`src/rtl/pipe_fifo_buf.sv`:
```
// Sink-side elastic buffer: DEPTH-entry FIFO whose upstream ready comes only from registered occupancy.
// Optional same-cycle pass-through when empty: define PIPE_FIFO_BUF_BYPASS_EN.
module pipe_fifo_buf #(
  parameter int WIDTH = 8,
  parameter int DEPTH = 4,
  parameter int AFULL = DEPTH - 1
) (
  input  logic                       i_clk,
  input  logic                       i_reset,
  input  logic                       i_input_valid,
  output logic                       o_input_ready,
  input  logic [WIDTH-1:0]           i_input_data,
  output logic                       o_output_valid,
  input  logic                       i_output_ready,
  output logic [WIDTH-1:0]           o_output_data,
  output logic [$clog2(DEPTH):0]     o_count,
  output logic                       o_almost_full
);

  localparam int AW = $clog2(DEPTH);
  localparam int CW = AW + 1;

  logic [WIDTH-1:0] mem_q [DEPTH];
  logic [AW-1:0]    wr_ptr_q, wr_ptr_d;
  logic [AW-1:0]    rd_ptr_q, rd_ptr_d;
  logic [CW-1:0]    count_q, count_d;

  logic full, empty;
  logic push, wr_en, rd_en;

  assign full  = (count_q == CW'(DEPTH));
  assign empty = (count_q == '0);

  assign o_input_ready = ~full;
  assign o_count       = count_q;
  assign o_almost_full = (count_q >= CW'(AFULL));

  assign push  = i_input_valid & ~full;
  assign rd_en = ~empty & i_output_ready;

`ifdef PIPE_FIFO_BUF_BYPASS_EN
  // An empty buffer hands the incoming beat straight through when taken.
  assign o_output_valid = ~empty | i_input_valid;
  assign o_output_data  = ~empty ? mem_q[rd_ptr_q]
                        : (i_input_valid ? i_input_data : '0);
  assign wr_en = push & ~(empty & i_output_ready);
`else
  assign o_output_valid = ~empty;
  assign o_output_data  = ~empty ? mem_q[rd_ptr_q] : '0;
  assign wr_en = push;
`endif

  always_comb begin
    wr_ptr_d = wr_ptr_q;
    rd_ptr_d = rd_ptr_q;
    count_d  = count_q;
    if (wr_en) wr_ptr_d = wr_ptr_q + AW'(1);
    if (rd_en) rd_ptr_d = rd_ptr_q + AW'(1);
    unique case ({wr_en, rd_en})
      2'b10:   count_d = count_q + CW'(1);
      2'b01:   count_d = count_q - CW'(1);
      default: count_d = count_q;
    endcase
  end

  always_ff @(posedge i_clk) begin
    if (!i_reset) begin
      wr_ptr_q <= '0;
      rd_ptr_q <= '0;
      count_q  <= '0;
    end else begin
      wr_ptr_q <= wr_ptr_d;
      rd_ptr_q <= rd_ptr_d;
      count_q  <= count_d;
    end
  end

  // Storage carries no reset; occupancy alone decides what is visible.
  always_ff @(posedge i_clk) begin
    if (wr_en) mem_q[wr_ptr_q] <= i_input_data;
  end

endmodule
```
`config.mk`:
```
export PLATFORM = sky130hd
export DESIGN_NAME = pipe_fifo_buf
export DESIGN_NICKNAME = d
export VERILOG_FILES = /design/src/rtl/pipe_fifo_buf.sv
export SDC_FILE = /design/constraint.sdc
export NUM_CORES = 1
export LEC_CHECK = 0
export CAP_MARGIN = 20
export CORE_ASPECT_RATIO = 1.1
export CORE_MARGIN = 4
export CORE_UTILIZATION = 53
export DETAILED_ROUTE_END_ITERATION = 16
export PLACE_DENSITY_LB_ADDON = 0.1
export SYNTH_ARGS = -nofsm -noshare
export SYNTH_HDL_FRONTEND = slang
export SYNTH_SLANG_ARGS = --single-unit
export TNS_END_PERCENT = 10
```
`constraint.sdc`:
```
create_clock -name i_clk -period 2.35 [get_ports i_clk]
set_clock_uncertainty 0.2 [all_clocks]
set_input_delay 0.47 -clock i_clk [delete_from_list [all_inputs] [get_ports i_clk]]
set_output_delay 0.47 -clock i_clk [all_outputs]
set_load 0.01 [all_outputs]
```
==> summary.txt, run 1 <==
STA
  • Final Max Slew Viols: 0
  • Max Clk Rate: 438 MHz
  • Setup ws final: 67.6 ps
  • RSZ-0062 raised after global routing: yes
  • Fin crit period: 2280 ps
  • Worst hold margin: 295 ps
  • Hold Vio Cnt, Final: 0
  • Setup TNS Final: 0 ps
  • Final worst-path cycle share: 97.1%
  • Setup Viol. Count Final: 0
  • Slew HR: 77.0%
  • Worst-Margin Slew: 344 ps

Synth
  • #FFs+latches synth: 41
  • Syn. warnings: 0
  • Syn avg cell area: 16.3 um2
  • Most common flop cell mapped by yosys: edfxtp_1
  • EDFF count, synth: 32
  • Syn Std Cell Area: 1750 um2
  • Mapped Nets: 125
  • Netlist cell types: 26
  • Post-Synthesis Cells: 107
  • Async set-reset flop share out of synthesis: 0%
  • Post-synthesis sequential area ratio: 65.4%

GRT
  • Initial antenna violation count: 0
  • Largest net degree at the start of global routing: 13
  • Met1 Usage GRT: 18.5%
  • Most Crowded Layer GR: met2
  • GRT overflow: 0
  • Met2 usage: 25.8%
  • Vias in the first global route: 1,039
  • GRT Overall Usage: 15.9%
  • M3 GR Usage: 5.58%
  • First-pass GRT wire length: 4910 um

Die
  • IO Pins: 26
  • Initial Utilization: 56.3%
  • Die W: 62.7 um
  • # rows: 21
  • Die area: 4280 um2
  • Core area: 3100 um2
  • Die height: 68.2 um

Setup path
  • Max stage delay cell, worst path: clkdlybuf4s50_1
  • Top delay family on crit path: buffers and inverters
  • Reg2Reg Capture Point: o_count[2]$_SDFFE_PN0P_
  • CP Cell Sequence: clkdlybuf4s50_1, nor2b_4, ha_2, inv_1, fa_1, xor2_1, or3_1, a21boi_1
  • Worst Setup SP: i_output_ready
  • CP Launch Type: primary input
  • R2r worst-path depth: 9
  • Crit Path Category: in -> reg
  • Critical Path End Type: flop
  • CP arrival: 2380 ps
  • Worst reg2reg setup slack: 140 ps
  • Crit Path Max Fanout: 3
  • Critical path buffers and inverters: 2
  • R2r startpoint: o_count[1]$_SDFFE_PN0P_
  • Slowest cell delay on critical path: 510 ps
  • Worst path required time: 2450 ps

Route
  • Wire length per cell: 15.8 um
  • Initial DRT Pass Iterations: 3
  • Drt drc: 0
  • DR vias: 965
  • DRT iter0 DRCs: 40
  • DR vias/cell: 5.30
  • Post-route ant nets: 0
  • Routed WL: 2880 um

Power
  • Worst VDD drop: 0.710 mV
  • Sw Pwr: 0.759 mW
  • Leak: 0.816 nW
  • Reg power frac: 40.1%
  • Gate power share: 43.6%
  • Clock power share: 16.3%
  • Int Pwr: 1.64 mW
  • Switching Share: 31.6%
  • PD cells: 1100 nW/um2

Worst hold path
  • HP Start: rd_ptr_q[1]$_SDFFE_PN0P_
  • Hold path depth: 2
  • HP Class: reg -> reg

CTS
  • CTS Root Cell: clkbuf_4
  • Clock transition at path regs: 120 ps
  • Clk sinks: 41
  • CTS Buffer Depth: 2
  • H-tree level count: 2
  • Clk_lat worst skew: 350 ps
  • CTS buffer count: 5
  • CTS tree: yes

Place
  • Placed cell count: 172
  • Gpl congestion: 0.732
  • Pre-CTS setup slack: -400 ps
  • IO buf count: 25
  • Area after DPL: 2100 um2
  • HPWL Detailed: 1930 um

Finish
  • Area delta synth->final: 25.1%
  • Cell area after layout: 2180 um2
  • Nets: 165
  • Share of cells above drive strength 1: 31.8%
  • Finished Layout Cells: 182
  • Antenna Diode Count: 0

Flow run
  • Max Cap Viol: 0

Status
  • Status: completed
==> worst max path at each step <==
stage	to	slack, ps	cells after the start
after global routing	o_output_data[2]	-20	4
after floorplan	o_count[2]$_SDFFE_PN0P_	180	8
final	o_count[2]$_SDFFE_PN0P_	70	8
after CTS	o_output_valid	10	4
after global placement	o_count[2]$_SDFFE_PN0P_	-280	8
after detailed placement	o_count[2]$_SDFFE_PN0P_	-400	8
==> power groups by stage <==
stage               logic (mW)  registers [mW]  clock network [mW]
floorplan                0.578           0.963                   0
global placement          1.01           0.957                   0
detailed placement        1.02           0.964                   0
CTS                       1.01           0.950               0.404
global route              1.14           0.975               0.436
finish                    1.05           0.962               0.390
==> placed cells by master (no fill, tap or decap), types with 2 or more instances in the layout <==
cell type / n
edfxtp_1: 32
clkbuf_8: 2
clkbuf_4: 5
clkdlybuf4s50_1: 16
buf_4: 10
mux4_2: 8
inv_1: 7
and2_1: 6
nand2_1: 8
a21boi_2: 2
ha_1: 4
dfxtp_1: 7
nor2b_1: 5
buf_2: 6
mux2i_1: 2
or3_1: 2
nor2b_4: 4
o21ai_0: 4
buf_6: 3
==> synth_stat cells, types with 2 or more instances <==
cell type	count	share of area, %
mux2i_1	2	1.1
inv_1	7	1.5
nor2b_1	6	2.2
or3_1	2	0.72
dfxtp_1	9	10
o21ai_0	4	1.1
nor2b_4	3	2.4
nand2_1	8	1.7
edfxtp_1	32	55
a21boi_2	2	1.3
ha_1	5	3.6
mux4_2	8	10
and2_1	6	2.2
==> metal layers <==
| metal | share of wire [%] | vias up |
|---|---|---|
| li1 | - | 465 |
| met1 | 44 | 469 |
| met5 | 0 | - |
| met3 | 5.0 | 9 |
| met2 | 48 | 22 |
| met4 | 2.6 | 0 |
==> layout make-up <==
cell class / count / area [um2]
multi-input cells: 55 / 567
flip-flops and latches: 41 / 1150
inverters: 7 / 26.3
clock buffers: 7 / 65.1
clock inverters: 1 / 5.00
fillers: 231 / 917
well taps: 34 / 42.5
repair buffers: 37 / 332
==> repair_timing <==
action                                  4_1_cts  5_1_grt
buffers inserted                              2        0
hold buffers                                  0        0
pin swaps                                     0        1
endpoints found under the setup margin       10        8
gates resized for setup                      35        9
endpoints found under the hold margin         0        0
==> kinds of logic (layout without fill, tap and decap cells) <==
group | after synthesis | after routing | synth area share, %
xor gates and xnor gates | 2 | 2 | 1.00
adders and majority gates | 6 | 6 | 4.73
and+or+nand+nor | 28 | 28 | 10.5
muxes | 10 | 10 | 11.5
DFF | 41 | 41 | 65.4
buffers and inverters | 11 | 52 | 3.08
AOI/OAI and AO/OA | 9 | 9 | 3.80
==> worst min-delay path: cells and delay by family (launching register included) <==
| family | cells | cell delay [ps] |
|---|---|---|
| AO/OA/AOI/OAI | 2 | 110 |
| flip-flops | 1 | 340 |
==> sequential cells by signal, indices dropped and copies added, names as in the netlist, named ones only <==
signal    cells
mem_q        32
o_count       3
rd_ptr_q      2
wr_ptr_q      2
==> stage by stage <==
stage | utilization, % | total power, mW
global route | 70.4 | 2.55
CTS | 69.4 | 2.36
detailed placement | 67.7 | 1.99
finish | 70.4 | 2.40
floorplan | - | 1.54
global placement | 67.7 | 1.97
Power figures use the tool's default switching activity.
==> run 2, diff against run 1 <==
--- a/config.mk
+++ b/config.mk
@@ -10,7 +10,7 @@
 export CORE_MARGIN = 4
 export CORE_UTILIZATION = 53
 export DETAILED_ROUTE_END_ITERATION = 16
-export PLACE_DENSITY_LB_ADDON = 0.1
+export PLACE_DENSITY = 0.8
 export SYNTH_ARGS = -nofsm -noshare
 export SYNTH_HDL_FRONTEND = slang
 export SYNTH_SLANG_ARGS = --single-unit
==> summary.txt, run 2 (synthesis results as in run 1) <==
Power
  • Leak: 0.829 nW (+1.6%)
  • Worst VDD drop: 0.830 mV (+17%)
  • Switching Share: 31.0% (-0.64 points)
  • Sw Pwr: 0.778 mW (+2.5%)
  • Int Pwr: 1.73 mW (+5.6%)
  • PD cells: 1130 nW/um2 (+3.3%)
  • Gate power share: 44.1% (+0.5 points)
  • Reg power frac: 38.4% (-1.7 points)
  • Clock power share: 17.5% (+1.2 points)

GRT
  • Vias in the first global route: 1,047 (+0.77%)
  • GRT overflow: 0 (unchanged)
  • GRT Overall Usage: 16.6% (+0.63 points)
  • Initial antenna violation count: 0 (unchanged)
  • Largest net degree at the start of global routing: 14 (+1)
  • First-pass GRT wire length: 5130 um (+4.5%)

Setup path
  • CP Launch Type: flop
  • R2r worst-path depth: 9 (unchanged)
  • Critical Path End Type: output port
  • Crit Path Max Fanout: 8 (+5)
  • Critical path buffers and inverters: 2 (unchanged)
  • CP Cell Sequence: buf_12, mux4_2, nor2b_1, buf_2
  • Worst reg2reg setup slack: 190 ps (+50 ps)
  • Max stage delay cell, worst path: mux4_2
  • CP arrival: 1600 ps (-780 ps)
  • Slowest cell delay on critical path: 480 ps (-30 ps)
  • R2r startpoint: o_count[0]$_SDFFE_PN0P_
  • Top delay family on crit path: multiplexers
  • Worst path required time: 1680 ps (-770 ps)
  • Reg2Reg Capture Point: o_count[2]$_SDFFE_PN0P_
  • Crit Path Category: reg -> out

STA
  • Slew HR: 78.3% (+1.3 points)
  • Worst-Margin Slew: 324 ps (-19.7 ps)
  • Hold Vio Cnt, Final: 0 (unchanged)
  • Fin crit period: 2270 ps (-10.5 ps)
  • Max Clk Rate: 440 MHz (+0.46%)
  • Final Max Slew Viols: 0 (unchanged)
  • Setup Viol. Count Final: 0 (unchanged)
  • RSZ-0062 raised after global routing: yes
  • Final worst-path cycle share: 96.7% (-0.44 points)
  • Worst hold margin: 285 ps (-10.3 ps)

Place
  • HPWL Detailed: 2160 um (+12%)
  • Placed cell count: 173 (+0.58%)
  • IO buf count: 25 (unchanged)
  • Gpl congestion: 0.747 (+2.1%)

Finish
  • Commonest cells after routing, fill and taps aside: edfxtp_1, clkdlybuf4s50_1, buf_4, mux4_2, nand2_1
  • Nets: 168 (+1.8%)
  • Area delta synth->final: 26.7%
  • Finished Layout Cells: 185 (+1.6%)
  • Most flop-heavy register: mem_q
  • Antenna Diode Count: 0 (unchanged)
  • Commonest non-fill, non-tap cell in the layout: edfxtp_1
  • Share of cells above drive strength 1: 33.1% (+1.4 points)
  • Max reg flops: 32 (unchanged)
  • Fillers: 212 (-8.2%)

Route
  • DR vias: 1,015 (+5.2%)
  • Post-route ant nets: 0 (unchanged)
  • Wire length per cell: 16.8 um (+6.0%)
  • Initial DRT Pass Iterations: 4 (+1)
  • Drt drc: 0 (unchanged)
  • DR vias/cell: 5.49 (+3.5%)
  • DRT iter0 DRCs: 53 (+33%)
  • Routed WL: 3100 um (+7.7%)

Die
  • Core area: 3100 um2 (unchanged)
  • IO Pins: 26 (unchanged)
  • Die area: 4280 um2 (unchanged)
  • Initial Utilization: 56.3% (unchanged)
  • Die W: 62.7 um (unchanged)
  • Die height: 68.2 um (unchanged)
  • # rows: 21 (unchanged)

Worst hold path
  • Worst Hold Path EP: rd_ptr_q[1]$_SDFFE_PN0P_
  • HP Start: rd_ptr_q[1]$_SDFFE_PN0P_
  • HP Class: reg -> reg
  • Hold path depth: 2 (unchanged)

CTS
  • CTS tree: yes
  • Clock transition at path regs: 120 ps (about the same)
  • H-tree level count: 2 (unchanged)
  • CTS buffer count: 5 (unchanged)
  • Clk sinks: 41 (unchanged)
  • Clk_lat worst skew: 330 ps (-20 ps)
  • CTS Buffer Depth: 2 (unchanged)
  • CTS Root Cell: clkbuf_4

Status
  • Status: completed

Flow run
  • Max Cap Viol: 0 (unchanged)
## run 2: tightest hold or removal path, delay by kind of cell, from the launching register on
kind | cells | cell delay, ps
flops | 1 | 340
compound gates | 2 | 110
## run 2: final cells by class
cell class,instances,area (um2),area share [%]
inverters,7,26.3,1.19
multi-input cells,55,567,25.6
repair buffers,40,354,16.0
flip-flops and latches,41,1140,51.8
clock inverters,2,35.0,1.58
clock buffers,6,41.3,1.87
well taps,34,42.5,1.92
## run 2: how the worst max path moves through the flow
| stage | start | end | slack, ps | depth (start not counted) |
|---|---|---|---|---|
| after floorplan | o_count[2]$_SDFFE_PN0P_ | o_count[2]$_SDFFE_PN0P_ | 180 | 8 |
| after global placement | i_output_ready | o_count[2]$_SDFFE_PN0P_ | -280 | 8 |
| after detailed placement | i_output_ready | o_count[2]$_SDFFE_PN0P_ | -420 | 8 |
| after CTS | i_output_ready | o_count[2]$_SDFFE_PN0P_ | -50 | 8 |
| after global routing | o_count[0]$_SDFFE_PN0P_ | o_output_valid | -20 | 4 |
| final | flop | o_output_data[4] | 80 | 4 |
## run 2: what timing repair did
action                     CTS  global route
resized for setup           34            10
buffers inserted             0             4
setup endpoints to repair   10             8
hold buffers                 0             0
## run 2: routing by layer
layer | up-vias | wire [um] | GRT usage (%) | part of all wire, %
li1 | 479 | - | - | -
met1 | 500 | 1260 | 18.3 | 40
met2 | 31 | 1650 | 29.8 | 53
met3 | 5 | 154 | 5.58 | 5.0
met4 | 0 | 38 | 6.89 | 1.2
met5 | - | 0 | 0 | 0
## run 2: through the flow
step	TNS [ps]	instance area, um2	util [%]	power (mW)	setup slack (ps)
5_1_grt	-56.8	2210	71.3	2.67	-23.6
3_5_place_dp	-575	2110	67.9	2.02	-420
3_3_place_gp	-321	2110	67.9	1.98	-276
2_1_floorplan	0	1750	-	1.54	180
6_report	0	2210	71.3	2.51	78.1
4_1_cts	-103	2150	69.2	2.40	-52.0
## run 2: power by group through the flow
stage / sequential (mW) / combinational [mW] / clock [mW]
finish: 0.963 / 1.11 / 0.439
global placement: 0.957 / 1.02 / 0
detailed placement: 0.966 / 1.05 / 0
CTS: 0.951 / 0.995 / 0.454
global route: 0.976 / 1.21 / 0.484
floorplan: 0.963 / 0.578 / 0
==> run 3, diff against run 2 <==
--- a/config.mk
+++ b/config.mk
@@ -11,6 +11,7 @@
 export CORE_UTILIZATION = 53
 export DETAILED_ROUTE_END_ITERATION = 16
 export PLACE_DENSITY = 0.8
+export RECOVER_POWER = 100
 export SYNTH_ARGS = -nofsm -noshare
 export SYNTH_HDL_FRONTEND = slang
 export SYNTH_SLANG_ARGS = --single-unit
==> summary.txt, run 3 (synthesis results as in run 1) <==
Setup path
  • CP arrival: 1600 ps (about the same)
  • CP Launch Type: flop
  • Slowest cell delay on critical path: 480 ps (about the same)
  • Crit Path Category: reg -> out
  • Worst path required time: 1680 ps (about the same)
  • Max stage delay cell, worst path: mux4_2
  • Crit Path Max Fanout: 8 (unchanged)
  • Top delay family on crit path: multiplexers
  • Critical path buffers and inverters: 2 (unchanged)
  • CP Cell Sequence: buf_12, mux4_2, nor2b_1, buf_2
  • Critical Path End Type: output port

Status
  • Status: completed

Finish
  • Commonest cells after routing, fill and taps aside: edfxtp_1, buf_4
  • Commonest non-fill, non-tap cell in the layout: edfxtp_1
  • Fillers: 216 (+1.9%)
  • Share of cells above drive strength 1: 31.8% (-1.3 points)
  • Area delta synth->final: 26.2%
  • Reg area: 1140 um2 (unchanged)
  • Nets: 168 (unchanged)
  • Max reg flops: 32 (unchanged)
  • Antenna Diode Count: 0 (unchanged)
  • Final Util: 71.1% (-0.24 points)
  • Most flop-heavy register: mem_q
  • Area taken by multi-input logic gates: 563 um2 (-0.66%)

Die
  • Initial Utilization: 56.3% (unchanged)
  • Core area: 3100 um2 (unchanged)
  • IO Pins: 26 (unchanged)
  • # rows: 21 (unchanged)
  • Die area: 4280 um2 (unchanged)
  • Die W: 62.7 um (unchanged)
  • Die height: 68.2 um (unchanged)

Route
  • DR vias/cell: 5.39 (-1.8%)
  • Post-route ant nets: 0 (unchanged)
  • Routed WL: 3130 um (+0.71%)
  • Drt drc: 0 (unchanged)
  • Initial DRT Pass Iterations: 4 (unchanged)
  • DR vias: 997 (-1.8%)
  • DRT iter0 DRCs: 45 (-15%)
  • Wire length per cell: 16.9 um (+0.71%)

CTS
  • Clk sinks: 41 (unchanged)
  • Clk_lat worst skew: 330 ps (about the same)
  • H-tree level count: 2 (unchanged)
  • Hold-fix buffers, CTS: 0 (unchanged)
  • Clock transition at path regs: 120 ps (about the same)
  • CTS Root Cell: clkbuf_4
  • CTS tree: yes
  • CTS Buffer Depth: 2 (unchanged)
  • CTS buffer count: 5 (unchanged)

GRT
  • Largest net degree at the start of global routing: 14 (unchanged)
  • GRT overflow: 0 (unchanged)
  • Vias in the first global route: 1,047 (unchanged)
  • First-pass GRT wire length: 5130 um (unchanged)
  • GRT Overall Usage: 16.6% (unchanged)
  • Initial antenna violation count: 0 (unchanged)

Place
  • IO buf count: 25 (unchanged)
  • Gpl congestion: 0.747 (unchanged)
  • Pre-CTS setup slack: -420 ps (unchanged)
  • HPWL Detailed: 2160 um (unchanged)

STA
  • Setup TNS Final: 0 ps (unchanged)
  • Worst hold margin: 296 ps (+11.3 ps)
  • Max Clk Rate: 440 MHz (about the same)
  • Slew HR: 80.0% (+1.7 points)
  • Setup Viol. Count Final: 0 (unchanged)
  • Fin crit period: 2270 ps (-0.778 ps)
  • Hold Vio Cnt, Final: 0 (unchanged)
  • Final Max Slew Viols: 0 (unchanged)
  • Final worst-path cycle share: 96.6% (about the same)
  • Worst-Margin Slew: 299 ps (-25.1 ps)
  • RSZ-0062 raised after global routing: yes
  • Setup ws final: 78.9 ps (+0.778 ps)

Power
  • Final Power: 2.50 mW (-0.31%)
  • PD cells: 1140 nW/um2 (about the same)
  • Leak: 0.827 nW (-0.26%)
  • Worst VDD drop: 0.827 mV (-0.39%)

Flow run
  • Max Cap Viol: 0 (unchanged)

Worst hold path
  • HP Class: reg -> reg
==> run 3: cell types whose count changed in the layout (fill, tap and decap cells not counted), sizes merged <==
cell	change
clkdlybuf4s50	-8
dlygate4sd3	+8
clkbuf	+1
buf	-1
==> run 3: worst paths after layout <==
kind	from	endpoint	slack [ps]	cells past startpoint
worst max register to register	o_count[0]$_SDFFE_PN0P_	o_count[2]$_SDFFE_PN0P_	190	9
worst min register to register	rd_ptr_q[0]$_SDFFE_PN0P_	flop	300	2
worst max-delay path	flop	o_output_data[4]	80	4
worst min-delay path	rd_ptr_q[0]$_SDFFE_PN0P_	flop	300	2
==> run 3: tightest hold or removal path, cell delays in order, from the launching register on <==
cell,delay [ps]
dfxtp_1,340
nand2_1,70
o21ai_0,60
==> run 3: what timing repair did <==
item                       4_1_cts  5_1_grt
resized for setup               34       10
gates cloned                     0        0
setup buffers                    0        4
setup endpoints to repair       10        8
==> run 3: routing by layer <==
metal	GRT usage [%]	wire, um	vias to the layer above
met4	6.89	30	0
met1	18.3	1280	489
met2	29.8	1680	27
li1	-	-	477
met3	5.58	138	4
met5	0	0	-
==> run 3: power by group <==
group | switching, mW | internal, mW | total [mW]
Combinational | 0.489 | 0.611 | 1.10
Sequential | 0.0730 | 0.891 | 0.964
Clock | 0.214 | 0.223 | 0.438
==> run 3: cell type report <==
class                           count  area share (%)
Timing Repair Buffer               40            15.9
Multi-Input combinational cell     55            25.6
Tap cell                           34            1.93
Inverter                            7            1.19
Clock inverter                      2            1.59
Clock buffer                        6            1.87
Sequential cell                    41            52.0
==> run 3: through the flow <==
stage               area, um2  instances
finish                   2200        185
global route             2200        185
CTS                      2150        181
detailed placement       2110        173
global placement         2110        173
floorplan                1750        107
